`config.mk`:
```
export PLATFORM = sky130hd
export DESIGN_NAME = renkon_bias_fetch_flat
export DESIGN_NICKNAME = d
export VERILOG_FILES = /design/src/rtl/renkon_bias_fetch_if.sv /design/src/rtl/renkon_bias_fetch.sv /design/src/flat_wrapper.sv
export SDC_FILE = /design/constraint.sdc
export NUM_CORES = 1
export LEC_CHECK = 0
export CAP_MARGIN = 20
export CORE_MARGIN = 2
export CORE_UTILIZATION = 35
export DETAILED_ROUTE_END_ITERATION = 10
export SYNTH_ARGS = -nofsm -noshare
export SYNTH_HDL_FRONTEND = slang
export SYNTH_SLANG_ARGS = --single-unit
```
`constraint.sdc`:
```
create_clock -name clk -period 2.1 [get_ports clk]
set_clock_uncertainty 0.1 [all_clocks]
set_input_delay 0.315 -clock clk [delete_from_list [all_inputs] [get_ports clk]]
set_output_delay 0.315 -clock clk [all_outputs]
set_load 0.03 [all_outputs]
```
`src/rtl/renkon_bias_fetch_if.sv`:
```
// Handshake and bias-memory bundle between the layer controller and renkon_bias_fetch.
// master: controller plus bias memory side; slave: the fetch sequencer.
interface renkon_bias_fetch_if #(
  parameter int unsigned DWIDTH = 16,
  parameter int unsigned BWIDTH = 10,
  parameter int unsigned CORE   = 8
);
  localparam int unsigned NW = $clog2(CORE + 1);

  logic                     req;
  logic        [BWIDTH-1:0] base_addr;
  logic        [NW-1:0]     n_load;
  logic                     busy;
  logic                     done;
  logic                     mem_re;
  logic        [BWIDTH-1:0] mem_addr;
  logic signed [DWIDTH-1:0] mem_rdata;
  logic        [CORE-1:0]   breg_we;
  logic signed [DWIDTH-1:0] read_bias;

  modport master (
    output req, base_addr, n_load, mem_rdata,
    input  busy, done, mem_re, mem_addr, breg_we, read_bias
  );

  modport slave (
    input  req, base_addr, n_load, mem_rdata,
    output busy, done, mem_re, mem_addr, breg_we, read_bias
  );
endinterface

```
`src/rtl/renkon_bias_fetch.sv`:
```
// Bias-load sequencer: reads n_eff consecutive bias words and writes them one-hot into bias units.
// Define RENKON_BIAS_ZERO_FILL_EN to also load the remaining units with zero (FILL state).
module renkon_bias_fetch #(
  parameter int unsigned DWIDTH = 16,
  parameter int unsigned BWIDTH = 10,
  parameter int unsigned CORE   = 8
) (
  input  logic                  clk,
  input  logic                  rst,
  renkon_bias_fetch_if.slave    bus
);
  localparam int unsigned NW = $clog2(CORE + 1);
  localparam int unsigned IW = (CORE > 1) ? $clog2(CORE) : 1;
  localparam logic [NW-1:0] CoreN = NW'(CORE);

  typedef enum logic [2:0] {
    StIdle,
    StRead,
    StDrain,
    StDone
`ifdef RENKON_BIAS_ZERO_FILL_EN
    , StFill
`endif
  } state_e;

  state_e                   state_q, state_d;
  logic        [BWIDTH-1:0] addr_q, addr_d;
  logic        [NW-1:0]     n_eff_q, n_eff_d;
  logic        [IW-1:0]     i_q, i_d;
  logic                     drain_q, drain_d;
  logic                     v1_q, v1_d;
  logic        [IW-1:0]     idx1_q, idx1_d;
  logic        [CORE-1:0]   breg_we_q, breg_we_d;
  logic signed [DWIDTH-1:0] read_bias_q, read_bias_d;
`ifdef RENKON_BIAS_ZERO_FILL_EN
  logic        [IW-1:0]     u_q, u_d;
`endif
  logic        [NW-1:0]     n_clamp;

  function automatic logic [CORE-1:0] onehot(input logic [IW-1:0] idx);
    logic [CORE-1:0] oh;
    oh      = '0;
    oh[idx] = 1'b1;
    return oh;
  endfunction

  assign n_clamp = (bus.n_load > CoreN) ? CoreN : bus.n_load;

  always_comb begin
    state_d     = state_q;
    addr_d      = addr_q;
    n_eff_d     = n_eff_q;
    i_d         = i_q;
    drain_d     = drain_q;
    v1_d        = (state_q == StRead);
    idx1_d      = i_q;
    breg_we_d   = '0;
    read_bias_d = read_bias_q;
`ifdef RENKON_BIAS_ZERO_FILL_EN
    u_d         = u_q;
`endif

    // Return pipeline: word arrives the cycle after the read, is written the cycle after that.
    if (v1_q) begin
      breg_we_d   = onehot(idx1_q);
      read_bias_d = bus.mem_rdata;
    end

    case (state_q)
      StIdle: begin
        if (bus.req) begin
          n_eff_d = n_clamp;
          addr_d  = bus.base_addr;
          i_d     = '0;
          drain_d = 1'b0;
          if (n_clamp == '0) begin
`ifdef RENKON_BIAS_ZERO_FILL_EN
            state_d     = StFill;
            u_d         = '0;
            breg_we_d   = onehot('0);
            read_bias_d = '0;
`else
            // Single busy cycle before DONE: a one-cycle drain.
            state_d = StDrain;
            drain_d = 1'b1;
`endif
          end else begin
            state_d = StRead;
          end
        end
      end
      StRead: begin
        i_d = i_q + 1'b1;
        if (NW'(i_q) == n_eff_q - 1'b1) begin
          state_d = StDrain;
        end else begin
          addr_d = addr_q + 1'b1;
        end
      end
      StDrain: begin
        drain_d = 1'b1;
        if (drain_q) begin
`ifdef RENKON_BIAS_ZERO_FILL_EN
          if (n_eff_q < CoreN) begin
            state_d     = StFill;
            u_d         = IW'(n_eff_q);
            breg_we_d   = onehot(IW'(n_eff_q));
            read_bias_d = '0;
          end else begin
            state_d = StDone;
          end
`else
          state_d = StDone;
`endif
        end
      end
`ifdef RENKON_BIAS_ZERO_FILL_EN
      StFill: begin
        if (u_q == IW'(CORE - 1)) begin
          state_d = StDone;
        end else begin
          u_d         = u_q + 1'b1;
          breg_we_d   = onehot(u_q + 1'b1);
          read_bias_d = '0;
        end
      end
`endif
      StDone:  state_d = StIdle;
      default: state_d = StIdle;
    endcase
  end

  always_ff @(posedge clk or posedge rst) begin
    if (rst) begin
      state_q     <= StIdle;
      addr_q      <= '0;
      n_eff_q     <= '0;
      i_q         <= '0;
      drain_q     <= 1'b0;
      v1_q        <= 1'b0;
      idx1_q      <= '0;
      breg_we_q   <= '0;
      read_bias_q <= '0;
`ifdef RENKON_BIAS_ZERO_FILL_EN
      u_q         <= '0;
`endif
    end else begin
      state_q     <= state_d;
      addr_q      <= addr_d;
      n_eff_q     <= n_eff_d;
      i_q         <= i_d;
      drain_q     <= drain_d;
      v1_q        <= v1_d;
      idx1_q      <= idx1_d;
      breg_we_q   <= breg_we_d;
      read_bias_q <= read_bias_d;
`ifdef RENKON_BIAS_ZERO_FILL_EN
      u_q         <= u_d;
`endif
    end
  end

  assign bus.mem_re    = (state_q == StRead);
  assign bus.mem_addr  = addr_q;
  assign bus.busy      = (state_q != StIdle) && (state_q != StDone);
  assign bus.done      = (state_q == StDone);
  assign bus.breg_we   = breg_we_q;
  assign bus.read_bias = read_bias_q;

endmodule
```
`src/flat_wrapper.sv`:
```
// flat-port wrapper written by rule: the top's interface ports become plain ports
module renkon_bias_fetch_flat 
#(
  parameter int unsigned DWIDTH = 16,
  parameter int unsigned BWIDTH = 10,
  parameter int unsigned CORE   = 8
)
  (clk, rst, bus_req, bus_base_addr, bus_n_load, bus_mem_rdata, bus_busy, bus_done, bus_mem_re, bus_mem_addr, bus_breg_we, bus_read_bias);
  renkon_bias_fetch_if #(.DWIDTH(DWIDTH), .BWIDTH(BWIDTH), .CORE(CORE)) bus_i ();
  input  logic clk;
  input  logic rst;
  input wire logic [$bits(bus_i.req)-1:0] bus_req;
  input wire logic [$bits(bus_i.base_addr)-1:0] bus_base_addr;
  input wire logic [$bits(bus_i.n_load)-1:0] bus_n_load;
  input wire logic [$bits(bus_i.mem_rdata)-1:0] bus_mem_rdata;
  output wire logic [$bits(bus_i.busy)-1:0] bus_busy;
  output wire logic [$bits(bus_i.done)-1:0] bus_done;
  output wire logic [$bits(bus_i.mem_re)-1:0] bus_mem_re;
  output wire logic [$bits(bus_i.mem_addr)-1:0] bus_mem_addr;
  output wire logic [$bits(bus_i.breg_we)-1:0] bus_breg_we;
  output wire logic [$bits(bus_i.read_bias)-1:0] bus_read_bias;
  assign bus_i.req = bus_req;
  assign bus_i.base_addr = bus_base_addr;
  assign bus_i.n_load = bus_n_load;
  assign bus_i.mem_rdata = bus_mem_rdata;
  assign bus_busy = bus_i.busy;
  assign bus_done = bus_i.done;
  assign bus_mem_re = bus_i.mem_re;
  assign bus_mem_addr = bus_i.mem_addr;
  assign bus_breg_we = bus_i.breg_we;
  assign bus_read_bias = bus_i.read_bias;
  renkon_bias_fetch #(.DWIDTH(DWIDTH), .BWIDTH(BWIDTH), .CORE(CORE)) u_core (.clk(clk), .rst(rst), .bus(bus_i));
endmodule
```
# [Word level (Yosys, flattened, before mapping)]
# Index checks and enable logic that the tools add are counted.
[classes] order_cmp=3 addsub=3 muxes=17 n_reduce_logical=12 eq_ne=9
[ops] op="two-way mux 10 bit" n=2
[ops] op="one-hot mux 10 bit (2 select lines)" n=1
[ops] op="two-way mux 3 bit" n=4
[ops] op="adder 10 x 1 -> 10 bit (second input constant)" n=1
[ops] op="one-hot mux 3 bit (3 select lines)" n=1
[ops] op="two-way mux 8 bit" n=1
[ops] op="== test 3 x 2 -> 1 bit (second input constant)" n=2
[ops] op="inequality test 2 bit (second input constant)" n=3
[ops] op="one-hot mux 3 bit (2 select lines)" n=1
[ops] op="AND reduction 2 bit" n=3
[ops] op="AND reduction 3 bit" n=2
[ops] op="== test 3 x 4 -> 1 bit" n=1
[ops] op="greater-than comparator 4 bit (second input constant)" n=1
[ops] op="logical NOT 4 bit" n=1
[ops] op="< comparator 3 x 4 -> 1 bit (second input constant)" n=1
[ops] op="two-way mux 4 bit" n=1
[ops] op="nonzero test 2 bit" n=2
[ops] op="subtractor 4 x 1 -> 4 bit (second input constant)" n=1
[ops] op="adder 3 x 1 -> 3 bit (second input constant)" n=1
[ops] op="demux 1 bit (select 3 bit)" n=1
[ops] op="== test 3 x 1 -> 1 bit (second input constant)" n=1
[ops] op="greater-or-equal comparator 3 x 1 -> 1 bit (second input constant)" n=1
[ops] op="logical NOT 3 bit" n=1
[ops] op="two-way mux 1 bit" n=3
[ops] op="6 further kinds" n=7
[word_totals] elab_cells=53 register_bits=49 inputBits=33 output_inout_bits=37

# [Depth between registers and ports, before layout]
[logic_depth] word_depth=6 ltp_mapped=9 ltp_nobuf=7

# [Worst setup path after synthesis]
# No wires, ideal clock.
[synth_path] path_type="reg2reg" startpoint="reg u_core.state_q[1]" endpoint="reg u_core.addr_q[8] (netlist: u_core.bus.mem_addr[8])" path_stages_with_launch=7 arrival_ps=1891 slack_ps=-13 setup_time_ps=123 n_path_buf=0 required_ps=1877 synth_period_minus_slack_ps=2113 path_cell_list="dfrtp_1 inv_1 ha_1 o21ai_0 nor2_1 a311o_1 o221a_2"
[synth_between] elab_chain_cells=3 elab_cells_between_ends=7 cone_classes="3 x eq/ne; 1 x mux; 3 x reduce/logical"
[synth_lines] element="start, declared" line_no="renkon_bias_fetch.sv:26" source="state_e state_q, state_d;"
[synth_lines] element="start signal, assigned" line_no="renkon_bias_fetch.sv:135" source="state_q <= StIdle;"
[synth_lines] element="start signal, assigned" line_no="renkon_bias_fetch.sv:148" source="state_q <= state_d;"
[synth_lines] element="== test 3 x 1 -> 1 bit (*)"
[synth_lines] element="named net bus_mem_re" line_no="flat_wrapper.sv:18" source="output wire logic [$bits(bus_i.mem_re)-1:0] bus_mem_re;"
[synth_lines] element="inequality test 2 bit (no line) / nonzero test 2 bit (equally long branches)"
[synth_lines] element="AND reduction 3 bit (no line)"
[synth_lines] element="end signal, assigned" line_no="renkon_bias_fetch.sv:149" source="addr_q <= addr_d;"
[synth_lines] element="end, declared" line_no="renkon_bias_fetch.sv:27" source="logic [BWIDTH-1:0] addr_q, addr_d;"
# The timed path passes the listed nets; every way through them passes the cells marked *.
# A chain may end at the register's enable or synchronous reset.

# [Worst setup path after layout]
[layout_path] startpoint="reg u_core.n_eff_q[0]" endpoint="reg u_core.addr_q[8] (netlist: u_core.bus.mem_addr[8])"
[layout_between] elab_chain_cells=4
[layout_lines] element="start, declared" line_no="renkon_bias_fetch.sv:28" source="logic [NW-1:0] n_eff_q, n_eff_d;"
[layout_lines] element="start signal, assigned" line_no="renkon_bias_fetch.sv:150" source="n_eff_q <= n_eff_d;"
[layout_lines] element="subtractor 4 x 1 -> 4 bit" line_no="renkon_bias_fetch.sv:94" source="if (NW'(i_q) == n_eff_q - 1'b1) begin"
[layout_lines] element="== test 3 x 4 -> 1 bit" line_no="renkon_bias_fetch.sv:94"
[layout_lines] element="inequality test 2 bit (no line)"
[layout_lines] element="AND reduction 3 bit (no line)"
# No other way between the ends.

==> impl_metrics.tcl <==
set metrics [dict create \
    fmax_mhz 494 \
    ys_ff_latch 48 \
    cp.required_ps 2190 \
    p_comb_share_pct 8.9 \
    cpMaxStageDelayCell "dfrtp_1" \
    final_hold_viol_count 0 \
    drt_iter0_markers 55 \
    final_cell_area_um2 3450 \
    max_slew_margin_pct 68.8 \
    antenna_found_initial 0 \
    clk_path_buf_depth 2 \
    grt_pass1_vias 1834 \
    synth_fa_ha_area_share_pct 3.72 \
    cts_buffers 5 \
    worstSetupPathDepth 8 \
    drc 0 \
    cp_slowest_stage_delay_ps 400 \
    fillers 557 \
    io_pins 70 \
    cp_top_family "compound AO/OA/AOI/OAI gates" \
    synthCells 215 \
    routedWlPerCell_um 13.8 \
    grt_pass1_wl_um 8760 \
    synth_top_family_by_area "simple AND/OR/NAND/NOR gates" \
    synth_compound_area_share_pct 12.4 \
    vias 1963 \
    fp.dieH_um 86.0 \
    critPathKind "flop to flop" \
    seqCellArea_um2 1200 \
    rrSetupSlack_ps 80 \
    r2r-end "u_core.bus.mem_addr[8]" \
    clk_latency_ps 300 \
    drtPass1Iterations 4 \
    power_switching_mw 0.407 \
    cts_tree "yes" \
    dp_cells 369 \
    ant_nets 0 \
    max_cap_viol_count 0 \
    leakage_nw 1.53 \
    synthArstFlopShare_pct 100 \
    nNetsFinal 346 \
    cts.reportedPaths.clkPinSlew_ps 100 \
    fin_cells 384 \
    crit_buf_inv 2 \
    worst_pin_slew_ps 468 \
    hpwl_um 3880 \
    core_um2 6420 \
    p_clk_share_pct 41.9 \
    hold_path.class "primary input to async pin" \
    worstPathCellList "inv_2 -> ha_4 -> xor3_1 -> o22ai_4 -> buf_4 -> nand2_2 -> a311o_1 -> o221a_2" \
    wl_um 5280 \
    synth_xor_area_share_pct 2.13 \
    peakVddDrop_mv 0.279 \
    syn_avg_cell_area_um2 10.9 \
    synthSimpleGateAreaFrac_pct 16.4 \
    fin_crit_sh_pct 96.4 \
    finalSetupViolCount 0 \
    rows 29 \
    track_usage_pct 14.9 \
    r2r_start "u_core.n_eff_q[0]" \
    portBuffers 69 \
    n_antenna_cell 0 \
    p_int_mw 1.52 \
    grt_max_degree 30 \
    final.min_clock_period_ps 2020 \
    synthFlopType "dfrtp_1" \
    synth_cell_types 44 \
    startpoint_type "flop" \
    hold_ws_ps 237 \
    clock-sinks 48 \
    reg2regPathDepth 8 \
    status "finished clean" \
    htreeDepth 2 \
    seq_area_frac_synth_pct 51.1 \
    die_area_um2 7390 \
    crit_fanout 4 \
    yosysWarnings 0 \
    gp_congestion 0.795 \
    muxShareOfSynthArea_pct 10.7 \
    cts_root_buffer "clkbuf_8" \
    fp.dieW_um 86.0 \
    dpl_cell_area_um2 3220 \
    synth_fp_nets 255 \
    via_per_inst 5.11 \
    power_density_nw_per_um2 557 \
    p_seq_share_pct 49.2 \
    report.final.slew_viol_count 0 \
    endpoint_kind "flop" \
    syn_area_um2 2350 \
    grt-ovfl-total 0 \
    multi_input_area_um2 1110 \
    cp.arrival_ps 2120 \
    syn_to_final_growth_pct 46.9 \
    initial_utilization_pct 36.6 \
    drive_above_1_share_pct 22.5 \
    netSwitchingFraction_pct 21.2 \
    synth_edf_count 0 \
]
-- cell families (layout without fill, tap and decap cells) --
kind of cell,count (synthesis),in the layout
flops,48,48
xor+xnor,4,4
simple gates,76,77
compound gates,39,39
buf+inv,19,110
mux,22,22
fa+ha+maj,7,7
-- per-layer routing --
metal / global-route usage (%) / routed length (um) / vias to the layer above
li1: - / - / 951
met1: 20.7 / 2490 / 935
met2: 23.1 / 2370 / 70
met3: 3.18 / 352 / 7
met4: 5.05 / 68 / 0
met5: 0 / 0 / -
-- power groups by stage --
stage	sequential [mW]	clock, mW	combinational, mW
after floorplan	0.997	0	0.0319
after global placement	0.964	0	0.173
after detailed placement	0.964	0	0.173
after CTS	0.946	0.822	0.174
after global routing	0.949	0.874	0.183
final	0.946	0.806	0.171
-- area by class of cell --
class,count,area share (%)
inverters,12,1.30
repair buffers,90,25.0
flip-flops and latches,48,34.8
multi-input cells,149,32.2
clock inverters,3,1.99
well taps,77,2.79
clock buffers,5,1.99
-- state kept, by name, summed over array words and instances (netlist names) --
signal                flops
u_core.bus.mem_addr      10
u_core.idx1_q             3
u_core.bus.breg_we        8
u_core.drain_q            1
u_core.i_q                3
u_core.state_q            2
u_core.bus.read_bias     16
u_core.n_eff_q            4
u_core.v1_q               1
-- cells in the mapped netlist (2+ instances only) --
master / instances / share of area, %
inv_1: 12 / 1.9
o221a_2: 2 / 0.96
a211oi_1: 2 / 0.64
o21ai_0: 11 / 2.3
dfrtp_1: 48 / 51
nand4_1: 5 / 1.3
o31ai_1: 2 / 0.64
mux2_2: 17 / 8.1
mux2i_1: 3 / 1.3
xor2_1: 3 / 1.1
a221oi_2: 2 / 1.3
nand2_1: 21 / 3.4
mux2_4: 2 / 1.3
or3_1: 2 / 0.53
a21oi_1: 7 / 1.5
nand3_1: 7 / 1.5
ha_1: 7 / 3.7
clkbuf_1: 5 / 0.80
o22ai_1: 3 / 0.80
nor3_1: 6 / 1.3
and3_1: 3 / 0.80
nor2b_1: 3 / 0.80
nor2_1: 13 / 2.1
nand2b_1: 9 / 2.4
-- repair_timing --
action / 4_1_cts / 5_1_grt
endpoints found under the hold margin: 0 / 0
setup buffers: 0 / 6
hold buffers: 0 / 0
resized for setup: 2 / 12
pin swaps: 0 / 8
gates cloned: 0 / 1
endpoints found under the setup margin: 3 / 9
-- worst max path at each step --
stage,from,slack (ps),endpoint
final,u_core.n_eff_q[0],80,u_core.bus.mem_addr[8]
after global routing,u_core.n_eff_q[0],-5,u_core.bus.mem_addr[8]
after CTS,u_core.n_eff_q[0],50,u_core.bus.mem_addr[3]
after detailed placement,u_core.n_eff_q[0],20,u_core.bus.mem_addr[2]
after global placement,u_core.n_eff_q[0],90,u_core.state_q[1]
after floorplan,u_core.state_q[1],30,u_core.bus.mem_addr[7]
-- through the flow --
stage	TNS (ps)	setup slack [ps]	util, %	power (mW)
floorplan	0	32.3	-	1.03
global placement	0	86.4	50.2	1.14
detailed placement	0	22.1	50.2	1.14
CTS	0	52.6	52.4	1.94
global route	-5.64	-4.93	53.8	2.01
finish	0	76.2	53.8	1.92
-- placed cells by master (no fill, tap or decap), types with 2 or more instances in the layout --
cell type,count
a21oi_1,7
clkbuf_8,5
and3_1,2
a221oi_2,2
ha_1,4
bufinv_16,2
dfrtp_1,48
xor2_1,3
o21ai_0,10
a211oi_1,2
nor2b_1,3
nand3_1,7
buf_4,20
ha_2,2
clkdlybuf4s50_1,66
mux2i_1,3
mux2_4,2
nand2b_1,9
o31ai_1,2
nand2_1,21
o22ai_1,3
mux2_2,17
o221a_2,2
or3_1,2
inv_1,9
inv_2,3
nor2_1,12
nand4_1,5
nor3_1,5
Note: power is estimated with default switching activity, not from simulation.
